--- src/rtl/seg7_display_ctrl_pkg.sv ---
// Shared constants for the seven-segment display controller: register map,
// CTRL bit positions and the "all off" output patterns.
package seg7_pkg;

    // Register offsets, selected by addr[3:2]
    localparam logic [1:0] REG_DIGITS = 2'd0;
    localparam logic [1:0] REG_CTRL   = 2'd1;
    localparam logic [1:0] REG_RAWPAT = 2'd2;
    localparam logic [1:0] REG_STATUS = 2'd3;

    // CTRL bit positions
    localparam int CTRL_EN        = 0;
    localparam int CTRL_RAW       = 1;
    localparam int CTRL_BLANK_LSB = 4;

    // Active-low "nothing lit" patterns
    localparam logic [6:0] SEG_BLANK = 7'h7F;
    localparam logic [3:0] AN_OFF    = 4'hF;

    typedef struct packed {
        logic [3:0] blank;
        logic       raw;
        logic       en;
    } ctrl_t;

endpackage

--- src/rtl/seg7_display_ctrl_if.sv ---
// Peripheral-port bus from the MEM-stage memory wrapper.
// Handshake: no valid/ready; MemoryWr is a one-cycle store strobe sampled at
// the rising edge, MemoryRd qualifies a purely combinational data_out that is
// 32'h0 whenever there is no read hit.
interface seg7_display_ctrl_if;
    logic [31:0] addr;
    logic [31:0] data_in;
    logic [31:0] data_out;
    logic        MemoryWr;
    logic        MemoryRd;

    modport master (output addr, output data_in, output MemoryWr, output MemoryRd,
                    input data_out);
    modport slave  (input addr, input data_in, input MemoryWr, input MemoryRd,
                    output data_out);
endinterface

--- src/rtl/seg7_display_ctrl_hex_to_seg7.sv ---
// Hex nibble to active-low seven-segment pattern {g,f,e,d,c,b,a}.
module hex_to_seg7 (
    input  logic [3:0] hex,
    output logic [6:0] seg
);
    // Fixed glyph table
    always_comb begin
        seg = 7'h7F;
        case (hex)
            4'h0: seg = 7'h40;
            4'h1: seg = 7'h79;
            4'h2: seg = 7'h24;
            4'h3: seg = 7'h30;
            4'h4: seg = 7'h19;
            4'h5: seg = 7'h12;
            4'h6: seg = 7'h02;
            4'h7: seg = 7'h78;
            4'h8: seg = 7'h00;
            4'h9: seg = 7'h10;
            4'hA: seg = 7'h08;
            4'hB: seg = 7'h03;
            4'hC: seg = 7'h46;
            4'hD: seg = 7'h21;
            4'hE: seg = 7'h06;
            4'hF: seg = 7'h0E;
            default: seg = 7'h7F;
        endcase
    end
endmodule

--- src/rtl/seg7_display_ctrl.sv ---
// Memory-mapped four-digit seven-segment controller with a prescaled digit
// scan, per-digit blanking and a raw segment/anode bypass.
module seg7_display_ctrl
    import seg7_pkg::*;
#(
    parameter logic [31:0] BASE_ADDR = 32'h4000_0010,
    parameter int          SCAN_DIV  = 100000,
    parameter int          FRAME_W   = 16
) (
    input  logic                  sysclk,
    input  logic                  rst,
    seg7_display_ctrl_if.slave    bus,
    output logic [6:0]            led,
    output logic [3:0]            an
);
    localparam int              PCNT_W   = $clog2(SCAN_DIV);
    localparam logic [PCNT_W-1:0] PCNT_MAX = PCNT_W'(SCAN_DIV - 1);

    logic [15:0]        digits;
    ctrl_t              ctrl;
    logic [6:0]         raw_seg;
    logic [3:0]         raw_an;
    logic [PCNT_W-1:0]  pcnt;
    logic [1:0]         idx;
    logic [FRAME_W-1:0] frame_cnt;
    logic               hit;
    logic               wr_en;
    logic               tick;
    logic [1:0]         sel;
    logic [3:0]         cur_nib;
    logic [6:0]         cur_seg;
    logic [15:0]        frame16;
    logic               unused_bits;

    assign hit         = (bus.addr[31:4] == BASE_ADDR[31:4]);
    assign sel         = bus.addr[3:2];
    assign wr_en       = hit & bus.MemoryWr;
    assign tick        = (pcnt == PCNT_MAX);
    assign cur_nib     = digits[{idx, 2'b00} +: 4];
    assign frame16     = 16'(frame_cnt);
    assign unused_bits = ^{bus.addr[1:0], bus.data_in[31:16]};

    hex_to_seg7 u_hex (
        .hex (cur_nib),
        .seg (cur_seg)
    );

    // Software-visible registers; reset wins over a same-cycle store
    always_ff @(posedge sysclk) begin
        if (!rst) begin
            digits  <= '0;
            ctrl    <= '0;
            raw_seg <= '0;
            raw_an  <= '0;
        end else if (wr_en) begin
            case (sel)
                REG_DIGITS: digits <= bus.data_in[15:0];
                REG_CTRL: begin
                    ctrl.en    <= bus.data_in[CTRL_EN];
                    ctrl.raw   <= bus.data_in[CTRL_RAW];
                    ctrl.blank <= bus.data_in[CTRL_BLANK_LSB +: 4];
                end
                REG_RAWPAT: begin
                    raw_seg <= bus.data_in[6:0];
                    raw_an  <= bus.data_in[11:8];
                end
                default: ;
            endcase
        end
    end

    // Prescaler, digit index and frame counter; disabled scan parks on digit 0
    always_ff @(posedge sysclk) begin
        if (!rst) begin
            pcnt      <= '0;
            idx       <= '0;
            frame_cnt <= '0;
        end else if (!ctrl.en) begin
            pcnt <= '0;
            idx  <= '0;
        end else if (tick) begin
            pcnt <= '0;
            idx  <= idx + 2'd1;
            if (idx == 2'd3) frame_cnt <= frame_cnt + 1'b1;
        end else begin
            pcnt <= pcnt + 1'b1;
        end
    end

    // Combinational read mux; a same-cycle store is not yet visible here
    always_comb begin
        bus.data_out = 32'h0;
        if (bus.MemoryRd && hit) begin
            case (sel)
                REG_DIGITS: bus.data_out = {16'h0, digits};
                REG_CTRL:   bus.data_out = {24'h0, ctrl.blank, 2'b00, ctrl.raw, ctrl.en};
                REG_RAWPAT: bus.data_out = {20'h0, raw_an, 1'b0, raw_seg};
                REG_STATUS: bus.data_out = {frame16, 14'h0, idx};
                default:    bus.data_out = 32'h0;
            endcase
        end
    end

    // Registered pin drive; one anode at most is low in scan mode
    always_ff @(posedge sysclk) begin
        if (!rst) begin
            an  <= AN_OFF;
            led <= SEG_BLANK;
        end else if (!ctrl.en) begin
            an  <= AN_OFF;
            led <= SEG_BLANK;
        end else if (ctrl.raw) begin
            an  <= raw_an;
            led <= raw_seg;
        end else if (ctrl.blank[idx]) begin
            an  <= AN_OFF;
            led <= SEG_BLANK;
        end else begin
            an  <= ~(4'b0001 << idx);
            led <= cur_seg;
        end
    end

endmodule
--- src/flat_wrapper.sv ---
// flat-port wrapper written by rule: the top's interface ports become plain ports
module seg7_display_ctrl_flat import seg7_pkg::*;
#(
    parameter logic [31:0] BASE_ADDR = 32'h4000_0010,
    parameter int          SCAN_DIV  = 100000,
    parameter int          FRAME_W   = 16
)
  (sysclk, rst, led, an, bus_addr, bus_data_in, bus_MemoryWr, bus_MemoryRd, bus_data_out);
  seg7_display_ctrl_if bus_i ();
  input  logic sysclk;
  input  logic rst;
  output logic [6:0] led;
  output logic [3:0] an;
  input wire logic [$bits(bus_i.addr)-1:0] bus_addr;
  input wire logic [$bits(bus_i.data_in)-1:0] bus_data_in;
  input wire logic [$bits(bus_i.MemoryWr)-1:0] bus_MemoryWr;
  input wire logic [$bits(bus_i.MemoryRd)-1:0] bus_MemoryRd;
  output wire logic [$bits(bus_i.data_out)-1:0] bus_data_out;
  assign bus_i.addr = bus_addr;
  assign bus_i.data_in = bus_data_in;
  assign bus_i.MemoryWr = bus_MemoryWr;
  assign bus_i.MemoryRd = bus_MemoryRd;
  assign bus_data_out = bus_i.data_out;
  seg7_display_ctrl #(.BASE_ADDR(BASE_ADDR), .SCAN_DIV(SCAN_DIV), .FRAME_W(FRAME_W)) u_core (.sysclk(sysclk), .rst(rst), .bus(bus_i), .led(led), .an(an));
endmodule
--- config.mk ---
export PLATFORM = sky130hd
export DESIGN_NAME = seg7_display_ctrl_flat
export DESIGN_NICKNAME = d
export VERILOG_FILES = /design/src/rtl/seg7_display_ctrl_pkg.sv /design/src/rtl/seg7_display_ctrl_if.sv /design/src/rtl/seg7_display_ctrl_hex_to_seg7.sv /design/src/rtl/seg7_display_ctrl.sv /design/src/flat_wrapper.sv
export SDC_FILE = /design/constraint.sdc
export NUM_CORES = 1
export LEC_CHECK = 0
export CAP_MARGIN = 25
export CORE_UTILIZATION = 55
export DETAILED_ROUTE_END_ITERATION = 10
export DONT_BUFFER_PORTS = 1
export GPL_TIMING_DRIVEN = 0
export PLACE_DENSITY = 0.7
export SYNTH_ARGS = -nofsm -noshare
export SYNTH_HDL_FRONTEND = slang
export SYNTH_SLANG_ARGS = --single-unit
--- constraint.sdc ---
create_clock -name sysclk -period 2.5 [get_ports sysclk]
set_input_delay 0.375 -clock sysclk [delete_from_list [all_inputs] [get_ports sysclk]]
set_output_delay 0.375 -clock sysclk [all_outputs]
set_load 0.03 [all_outputs]
==> qor.csv, run 1 <==
stage,metric,value,unit
final_layout,final_common_cell,dfxtp_1,
pwr,powerDensity,472,nW/um^2
setup_path,cp-end-kind,flop,
sta,hold_violations,0,
drt,drc,0,
setup_path,arrival,2.71,ns
sta,finalSetupTns,0,ns
drt,vias_per_cell,6.45,
synth,ys_warn_count,0,
clock_network,cts.sinks,79,
synth,avgSynthCellArea,8.27,um^2
clock_network,clkTransAtPathRegs,0.09,ns
synth,synth_nets,606,
setup_path,crit_type,flop to flop,
clock_network,cts_tree,yes,
job,drv_cap,0,
sta,worst_pin_slew,0.840,ns
sta,skew,0.0132,ns
pwr,swShare,22.1,%
setup_path,crit_required,2.77,ns
setup_path,reg2reg_depth,6,
pwr,irDropWorstVdd,0.308,mV
sta,period_minus_slack,2.43,ns
final_layout,area_growth,16.9,%
grt,antenna_found_initial,0,
drt,ant_nets,0,
pwr,switchingPower,0.531,mW
setup_path,timing.rr.end,u_core.frame16[14],
final_layout,drive_above_1_share,14.9,%
synth,yosysUniqueCellTypes,41,
final_layout,fillers,691,
place,dp.cells,628,
floorplanning,initial_core_util,56.6,%
grt,grt_overflow,0,
drt,first_pass_iters,5,
final_layout,layout_common_cells,"dfxtp_1 (78), a21oi_1 (61), nand3_1 (44)",
setup_path,r2r_slack,0.07,ns
drt,routedWlPerCell,18.5,um
floorplanning,dieHeight,90.9,um
place,dp_hpwl,8.84,mm
pwr,leakagePower,1.62,nW
synth,synth-edff-count,0,
hold_path,hold_depth,2,
clock_network,ctsRootBufferMaster,clkbuf_8,
clock_network,clock_latency,0.35,ns
drt,finalWirelength,12.1,mm
sta,period_share,97.4,%
grt,first_global_vias,3926,
synth,ys_seq_area_share,36.4,%
pwr,p_int,1.87,mW
grt,grt_first_pass_wirelength,19.5,mm
drt,drtIter0Drc,309,
setup_path,startpoint_type,flop,
setup_path,worstReg2RegStart,u_core.pcnt[14],
synth,syn-instance-count,526,
floorplanning,core-area,7690,um^2
synth,synthArstFlopShare,0,%
setup_path,crit_end,u_core.frame16[14],
final_layout,nets,626,
synth,ys_ff_latch,79,
setup_path,worstPathMaxFanout,10,
floorplanning,die_w,90.9,um
sta,setup_viol,0,
drt,vias,4209,
floorplanning,pin_count,111,
final_layout,diodes,0,
clock_network,cts_made_buffers,9,
grt,grt_max_degree,14,
synth,synth_area,4350,um^2
pwr,pwr-share-clk,45.0,%
clock_network,htree_levels,3,
sta,clock.fmax,411,MHz
hold_path,min_path_type,input pin to flop,
outcome,status,"complete, no violations",
pwr,p_total,2.40,mW
sta,relSlewSlack,44.0,%
sta,finalMaxSlewViolations,0,
synth,yosys_most_used_dff,dfxtp_1,
place,routabilityCongestion,0.859,
setup_path,startpoint,u_core.pcnt[14],
place,port_buffers,0,
final_layout,design_area,5080,um^2
pwr,p_comb_share,2.6,%
pwr,power_frac_seq,52.4,%
clock_network,clockBufferDepth,2,
grt,grt.total_usage,29.8,%
final_layout,post-route-util,66.1,%
place,place_area,4620,um^2
floorplanning,die-area,8270,um^2
floorplanning,rows,32,
final_layout,stdcell_count,653,
cells in the mapped netlist, types with 3 or more instances:
| library cell | number | share of area [%] |
|---|---|---|
| a21oi_1 | 61 | 7.0 |
| a22o_1 | 4 | 0.81 |
| and2_1 | 16 | 2.3 |
| and3_1 | 4 | 0.58 |
| and4_1 | 8 | 1.6 |
| buf_1 | 3 | 0.26 |
| clkbuf_1 | 35 | 3.0 |
| dfxtp_1 | 79 | 36 |
| ha_1 | 12 | 3.5 |
| inv_1 | 17 | 1.5 |
| mux2_2 | 4 | 1.0 |
| mux2i_1 | 14 | 3.2 |
| mux4_2 | 8 | 4.1 |
| nand2_1 | 24 | 2.1 |
| nand3_1 | 45 | 5.2 |
| nand4_1 | 15 | 2.2 |
| nor2_1 | 29 | 2.5 |
| nor2b_1 | 3 | 0.43 |
| nor3_1 | 13 | 1.5 |
| nor3b_1 | 5 | 0.86 |
| nor4_1 | 11 | 1.6 |
| nor4b_1 | 5 | 1.0 |
| o21ai_0 | 43 | 4.9 |
| o31ai_1 | 10 | 1.7 |
| or3_1 | 8 | 1.2 |
| or4_1 | 15 | 2.6 |
| xnor2_1 | 8 | 1.6 |
| xor2_1 | 9 | 1.8 |
worst max-delay path, stage by stage, from the launching register on:
cell      delay (ns)
dfxtp_1         0.36
or4_1           0.55
or4_1           0.49
clkbuf_1        0.19
buf_2           0.23
nor4_2          0.33
mux2i_1         0.22
repair_timing:
item                                    in CTS  in global routing
hold buffers                                 0                  0
hold endpoints to repair                     0                  0
pin swaps                                    3                  6
resized for setup                           20                 10
buffers inserted                             2                  8
endpoints found under the setup margin      34                 36
gates cloned                                 0                  0
kinds of logic after synthesis:
kind of cell	after synthesis	share of synthesized area [%]
AOI/OAI and AO/OA	125	15.8
DFF	79	36.4
xor gates and xnor gates	17	3.42
buffers and inverters	58	5.23
adders and majority gates	12	3.45
muxes	26	8.40
and+or+nand+nor	209	27.4
per-stage QoR:
stage / hold WS (ns) / setup slack, ns
3_5_place_dp: 0.456 / -0.658
2_1_floorplan: 0.430 / -0.132
5_1_grt: 0.157 / -0.0184
4_1_cts: 0.152 / 0.00980
3_3_place_gp: 0.443 / -0.538
6_report: 0.156 / 0.0658
layer usage:
metal,up-vias,part of all wire (%),global-route usage (%)
met5,-,0,0
met4,0,3.8,14.0
met3,44,8.2,7.54
met2,200,47,48.1
met1,1986,41,37.3
li1,1979,-,-
cell type report:
class / instances / area, um^2 / share of cell area (%)
multi-input cells: 389 / 2820 / 55.4
repair buffers: 11 / 103 / 2.02
flip-flops and latches: 79 / 1580 / 31.1
clock inverters: 5 / 81.3 / 1.60
plain buffers: 39 / 166 / 3.27
well taps: 102 / 128 / 2.51
inverters: 17 / 63.8 / 1.26
clock buffers: 11 / 141 / 2.78
power groups by stage:
stage / logic (mW) / clock network, mW / registers (mW)
after global placement: 0.0475 / 0 / 1.29
after detailed placement: 0.0491 / 0 / 1.29
after global routing: 0.0654 / 1.13 / 1.26
after floorplan: 0.0382 / 0 / 1.29
final: 0.0624 / 1.08 / 1.26
after CTS: 0.0545 / 1.08 / 1.26
sequential cells by signal, indices dropped and copies added (netlist names):
| signal | count |
|---|---|
| u_core.pcnt | 17 |
| u_core.digits | 16 |
| u_core.frame16 | 16 |
| u_core.led | 7 |
| u_core.raw_seg | 7 |
| u_core.ctrl | 6 |
| u_core.an | 4 |
| u_core.raw_an | 4 |
| u_core.idx | 2 |
worst min path at each step:
stage / startpoint / end / slack [ns]
3_3_place_gp: u_core.frame16[14] / u_core.frame16[14] / 0.44
6_report: bus_data_in[0] / u_core.ctrl[0] / 0.16
5_1_grt: bus_data_in[0] / u_core.ctrl[0] / 0.16
4_1_cts: bus_data_in[0] / u_core.ctrl[0] / 0.15
2_1_floorplan: u_core.pcnt[0] / u_core.pcnt[0] / 0.43
3_5_place_dp: u_core.frame16[14] / u_core.frame16[14] / 0.46
Note: power is estimated with default switching activity, not from simulation.
==> run 2, diff against run 1 <==
--- a/config.mk
+++ b/config.mk
@@ -5,12 +5,13 @@
 export SDC_FILE = /design/constraint.sdc
 export NUM_CORES = 1
 export LEC_CHECK = 0
+export ABC_AREA = 1
 export CAP_MARGIN = 25
-export CORE_UTILIZATION = 55
+export CORE_UTILIZATION = 58
 export DETAILED_ROUTE_END_ITERATION = 10
 export DONT_BUFFER_PORTS = 1
 export GPL_TIMING_DRIVEN = 0
-export PLACE_DENSITY = 0.7
+export PLACE_DENSITY = 0.73
 export SYNTH_ARGS = -nofsm -noshare
 export SYNTH_HDL_FRONTEND = slang
 export SYNTH_SLANG_ARGS = --single-unit
==> qor.csv, run 2 <==
stage,metric,value,unit
outcome,status,"complete, no violations",
clock_network,clock_latency,0.36,ns
clock_network,clkTransAtPathRegs,0.09,ns
drt,drc,0,
sta,setup_viol,0,
synth,synth.largest_area_cell,dfxtp_1,
setup_path,crit_end,bus_data_out[13],
synth,synthMostInstantiatedCell,nand2_1,
setup_path,worstReg2RegStart,u_core.idx[0],
sta,fin_ws,0.104,ns
floorplanning,die-area,8320,um^2
synth,synth-edff-count,0,
sta,period_share,95.8,%
place,dp_hpwl,9.30,mm
pwr,leakagePower,2.10,nW
final_layout,layout_common_cells,"nand2_1 (237), nor2_1 (137), inv_1 (92)",
final_layout,drive_above_1_share,7.35,%
drt,drtIter0Drc,353,
synth,yosysUniqueCellTypes,29,
pwr,irDropWorstVdd,0.351,mV
clock_network,ctsRootBufferMaster,clkbuf_8,
synth,synth.area.top_cells,"dfxtp_1 (34%), nand2_1 (19%), nor2_1 (11%)",
drt,first_pass_iters,6,
synth,ys_warn_count,0,
job,drv_cap,0,
grt,grt_first_pass_wirelength,20.1,mm
pwr,powerDensity,460,nW/um^2
clock_network,clockBufferDepth,2,
sta,hold_ws,0.146,ns
synth,ys_ff_latch,79,
clock_network,cts.sinks,79,
floorplanning,dieHeight,91.2,um
clock_network,cts_tree,yes,
grt,grt.busiest_layer,met2,
clock_network,postCtsHoldBufs,0,
synth,synth_common_cells,"nand2_1 (237), nor2_1 (137), inv_1 (92), dfxtp_1 (79), nand3_1 (43)",
sta,finalMaxSlewViolations,0,
final_layout,largest_reg_flops,17,
clock_network,htree_levels,3,
synth,yosysTopAreaCellShare,34.2,%
sta,hold_violations,0,
floorplanning,initial_core_util,59.8,%
grt,grt_util_met3,6.62,%
setup_path,worstPathMaxFanout,10,
drt,ant_nets,0,
synth,synthArstFlopShare,0,%
grt,first_global_vias,4236,
pwr,p_total,2.28,mW
drt,vias_per_cell,5.31,
synth,synth_nets,839,
drt,vias,4658,
setup_path,reg2reg_depth,12,
hold_path,min_path_type,input pin to flop,
grt,grt_use_met2,48.8,%
sta,rsz0062_at_grt,yes,
floorplanning,pin_count,111,
setup_path,r2r_slack,0.42,ns
synth,syn-instance-count,759,
drt,routedWlPerCell,14.0,um
synth,ys_seq_area_share,34.2,%
final_layout,largest_register,u_core.pcnt,
setup_path,crit_required,2.12,ns
grt,grt_max_degree,14,
setup_path,crit_type,input pin to output pin,
setup_path,startpoint,bus_addr[25],
grt,antenna_found_initial,0,
place,routabilityCongestion,0.936,
final_layout,final_common_cell,nand2_1,
floorplanning,die_w,91.2,um
grt,grt_use_met1,41.0,%
sta,skew,0.0142,ns
synth,synth_area,4620,um^2
clock_network,cts_made_buffers,9,
final_layout,area_growth,7.50,%
synth,yosys_most_used_dff,dfxtp_1,
final_layout,post-route-util,64.2,%
sta,worst_pin_slew,1.10,ns
sta,period_minus_slack,2.40,ns
synth,avgSynthCellArea,6.08,um^2
drt,finalWirelength,12.3,mm
floorplanning,core-area,7730,um^2
sta,finalSetupTns,0,ns
place,port_buffers,0,
grt,grt.total_usage,30.5,%
final_layout,nets,850,
setup_path,timing.rr.end,u_core.led[3],
place,dp_slack,0.0966,ns
grt,grt_overflow,0,
setup_path,cp-end-kind,output pin,
setup_path,startpoint_type,input pin,
floorplanning,rows,32,
sta,relSlewSlack,26.8,%
sta,clock.fmax,417,MHz
final_layout,diodes,0,
setup_path,arrival,2.02,ns
==> run 2: through the flow <==
step / std cells / instance area (um^2)
after global placement: 861 / 4750
after detailed placement: 861 / 4750
after floorplan: 759 / 4620
after CTS: 877 / 4940
final: 877 / 4960
after global routing: 877 / 4960
==> run 2: layer usage <==
| metal | part of all wire [%] | wire length [um] |
|---|---|---|
| met3 | 7.5 | 917 |
| met1 | 46 | 5690 |
| met5 | 0 | 0 |
| met4 | 1.7 | 212 |
| met2 | 44 | 5440 |
==> run 2: worst min-delay path by stage <==
stage,from,end,cells past startpoint
3_3_place_gp,u_core.pcnt[0],u_core.pcnt[0],1
5_1_grt,bus_data_in[4],u_core.raw_seg[4],2
6_report,bus_data_in[2],u_core.raw_seg[2],2
3_5_place_dp,u_core.pcnt[0],u_core.pcnt[0],1
2_1_floorplan,u_core.pcnt[0],u_core.pcnt[0],1
4_1_cts,bus_data_in[2],u_core.raw_seg[2],2
==> run 2: timing repair <==
action / 4_1_cts / 5_1_grt
setup buffers: 0 / 0
gates resized for setup: 0 / 4
endpoints found under the setup margin: 0 / 6
==> run 2: cell families (layout without fill, tap and decap cells) <==
| logic type | Yosys count | after routing | share of synthesized area [%] |
|---|---|---|---|
| and+or+nand+nor | 470 | 470 | 42.6 |
| buffers and inverters | 120 | 136 | 10.6 |
| DFF | 79 | 79 | 34.2 |
| AOI/OAI and AO/OA | 73 | 73 | 8.29 |
| adders and majority gates | 12 | 12 | 3.25 |
| xor gates and xnor gates | 5 | 5 | 0.948 |
==> run 2: worst max-delay path, cell delays in order <==
cell and delay [ns]:
nor2_1 0.09, nand2_1 0.05, nor2_1 0.10, nand2_1 0.09
nor2_4 0.19, nand2_1 0.15, buf_2 0.24, nor3_1 0.72
==> run 2: final cells by class <==
cell class | instances | area, um^2
clock buffers | 11 | 141
clock inverters | 5 | 57.6
multi-input cells | 560 | 2560
fillers | 734 | 2760
plain buffers | 24 | 131
flip-flops and latches | 79 | 1580
inverters | 96 | 360
well taps | 102 | 128
==> run 2: report_power, final <==
group          internal (mW)  switching [mW]  leakage, nW
clock network          0.490           0.491        0.103
registers               1.26  0.000000000736        0.636
logic                 0.0103          0.0356         1.36
total                   1.76           0.527         2.10
==> run 3, diff against run 2 <==
--- a/config.mk
+++ b/config.mk
@@ -7,11 +7,11 @@
 export LEC_CHECK = 0
 export ABC_AREA = 1
 export CAP_MARGIN = 25
-export CORE_UTILIZATION = 58
+export CORE_UTILIZATION = 64
 export DETAILED_ROUTE_END_ITERATION = 10
 export DONT_BUFFER_PORTS = 1
 export GPL_TIMING_DRIVEN = 0
-export PLACE_DENSITY = 0.73
+export PLACE_DENSITY = 0.77
 export SYNTH_ARGS = -nofsm -noshare
 export SYNTH_HDL_FRONTEND = slang
 export SYNTH_SLANG_ARGS = --single-unit
==> constraint.sdc (replaced) <==
create_clock -name sysclk -period 2.3 [get_ports sysclk]
set_input_delay 0.345 -clock sysclk [delete_from_list [all_inputs] [get_ports sysclk]]
set_output_delay 0.345 -clock sysclk [all_outputs]
set_load 0.03 [all_outputs]
==> qor.csv, run 3 (same netlist as run 2, synthesis figures left out) <==
stage,metric,value,unit
pwr,switchingPower,0.564,mW
pwr,swShare,21.8,%
clock_network,clkTransAtPathRegs,0.08,ns
setup_path,crit_type,input pin to output pin,
setup_path,path_cells,"nor2_1, nand2_1, nor2_1, nand2_1, nor2_4, nand2_1, buf_2, nor3_1",
setup_path,startpoint_type,input pin,
drt,drc,0,
sta,relSlewSlack,30.2,%
pwr,irDropWorstVdd,0.365,mV
outcome,status,finished with violations,
sta,rsz0062_at_grt,yes,
clock_network,htree_levels,3,
final_layout,final_common_cell,nand2_1,
floorplanning,die_w,86.9,um
setup_path,cp_slowest_cell,nor3_1,
outcome,violations,setup timing,
clock_network,cts.sinks,79,
setup_path,cpMostUsedCell,nand2_1,
final_layout,diodes,0,
pwr,p_comb_share,1.9,%
pwr,power_frac_seq,52.9,%
setup_path,crit_required,1.96,ns
drt,routedWlPerCell,13.8,um
drt,finalWirelength,12.1,mm
pwr,leakagePower,2.11,nW
setup_path,cpPeakStageDelay,0.71,ns
sta,setup_viol,15,
floorplanning,core-area,6870,um^2
final_layout,largest_register,u_core.pcnt,
hold_path,min_path_type,input pin to flop,
drt,drtIter0Drc,403,
pwr,p_int,2.02,mW
grt,grt_overflow,0,
sta,clock.fmax,430,MHz
grt,grt.total_usage,33.0,%
final_layout,layout_common_cells,"nand2_1 (237), nor2_1 (135), inv_1 (92)",
sta,finalMaxSlewViolations,0,
sta,worst_pin_slew,1.04,ns
final_layout,post-route-util,72.7,%
drt,first_pass_iters,5,
clock_network,cts_made_buffers,9,
place,port_buffers,0,
sta,finalSetupTns,-0.249,ns
floorplanning,pin_count,111,
setup_path,arrival,1.98,ns
sta,skew,0.0103,ns
final_layout,largest_reg_flops,17,
sta,period_share,101,%
floorplanning,die-area,7560,um^2
place,dp_slack,-0.0687,ns
grt,first_global_vias,4086,
drt,ant_nets,0,
pwr,pwr-share-clk,45.2,%
floorplanning,rows,30,
sta,period_minus_slack,2.33,ns
final_layout,multi_input_area,2580,um^2
final_layout,drive_above_1_share,7.87,%
place,routabilityCongestion,0.939,
clock_network,cts_setup_buffers,0,
floorplanning,dieHeight,86.9,um
pwr,powerDensity,517,nW/um^2
drt,vias_per_cell,5.48,
grt,antenna_found_initial,0,
final_layout,nets,850,
place,dp_hpwl,9.24,mm
setup_path,cp-end-kind,output pin,
grt,grt_first_pass_wirelength,19.3,mm
drt,vias,4772,
setup_path,worstPathMaxFanout,10,
grt,grt_max_degree,14,
final_layout,fillers,602,
pwr,p_total,2.58,mW
clock_network,clockBufferDepth,2,
clock_network,postCtsHoldBufs,0,
clock_network,cts_tree,yes,
final_layout,seq_area,1580,um^2
sta,fin_ws,-0.0278,ns
job,drv_cap,0,
clock_network,ctsRootBufferMaster,clkbuf_8,
clock_network,clock_latency,0.37,ns
sta,hold_violations,0,
final_layout,area_growth,8.15,%
floorplanning,initial_core_util,67.2,%
[run 3: metrics by stage]
step | hold slack (ns) | cell area (um^2) | cells
2_1_floorplan | 0.418 | 4620 | 759
4_1_cts | 0.122 | 4980 | 871
3_3_place_gp | 0.428 | 4740 | 855
5_1_grt | 0.127 | 4990 | 871
3_5_place_dp | 0.436 | 4740 | 855
6_report | 0.119 | 4990 | 871
[run 3: cell type report]
type                            instances  area share [%]
Clock buffer                           11            2.83
Clock inverter                          5            1.63
Inverter                               96            7.21
Sequential cell                        79            31.7
Tap cell                               96            2.40
Buffer                                 24            2.63
Multi-Input combinational cell        560            51.6
[run 3: metal layers]
layer | vias to the layer above | GRT usage (%) | share of wire [%]
li1 | 2388 | - | -
met1 | 2148 | 43.8 | 44
met2 | 205 | 53.5 | 46
met3 | 31 | 5.88 | 7.6
met4 | 0 | 12.4 | 2.6
met5 | - | 0 | 0
[run 3: repair_timing]
action / in CTS / in global routing
resized for setup: 3 / 5
gates cloned: 0 / 0
pin swaps: 0 / 0
endpoints found under the setup margin: 16 / 23
[run 3: critical path, delay by kind of cell]
family | cells | cell delay (ns)
simple gates | 7 | 1.39
buf+inv | 1 | 0.25
[run 3: power by group through the flow]
stage          Clock [mW]  Combinational, mW  Sequential (mW)
6_report             1.17             0.0485             1.37
5_1_grt              1.22             0.0537             1.37
4_1_cts              1.17             0.0478             1.37
3_5_place_dp            0             0.0471             1.40
3_3_place_gp            0             0.0464             1.40
2_1_floorplan           0             0.0349             1.40
[run 3: path summary, 6_finish.rpt]
| path | startpoint | end | slack [ns] | cells past startpoint |
|---|---|---|---|---|
| max | bus_addr[25] | bus_data_out[27] | -0.03 | 8 |
| min | bus_data_in[6] | u_core.ctrl[4] | 0.12 | 2 |
| max reg2reg | u_core.idx[0] | u_core.led[0] | 0.26 | 12 |
| min reg2reg | u_core.pcnt[0] | u_core.pcnt[0] | 0.45 | 1 |
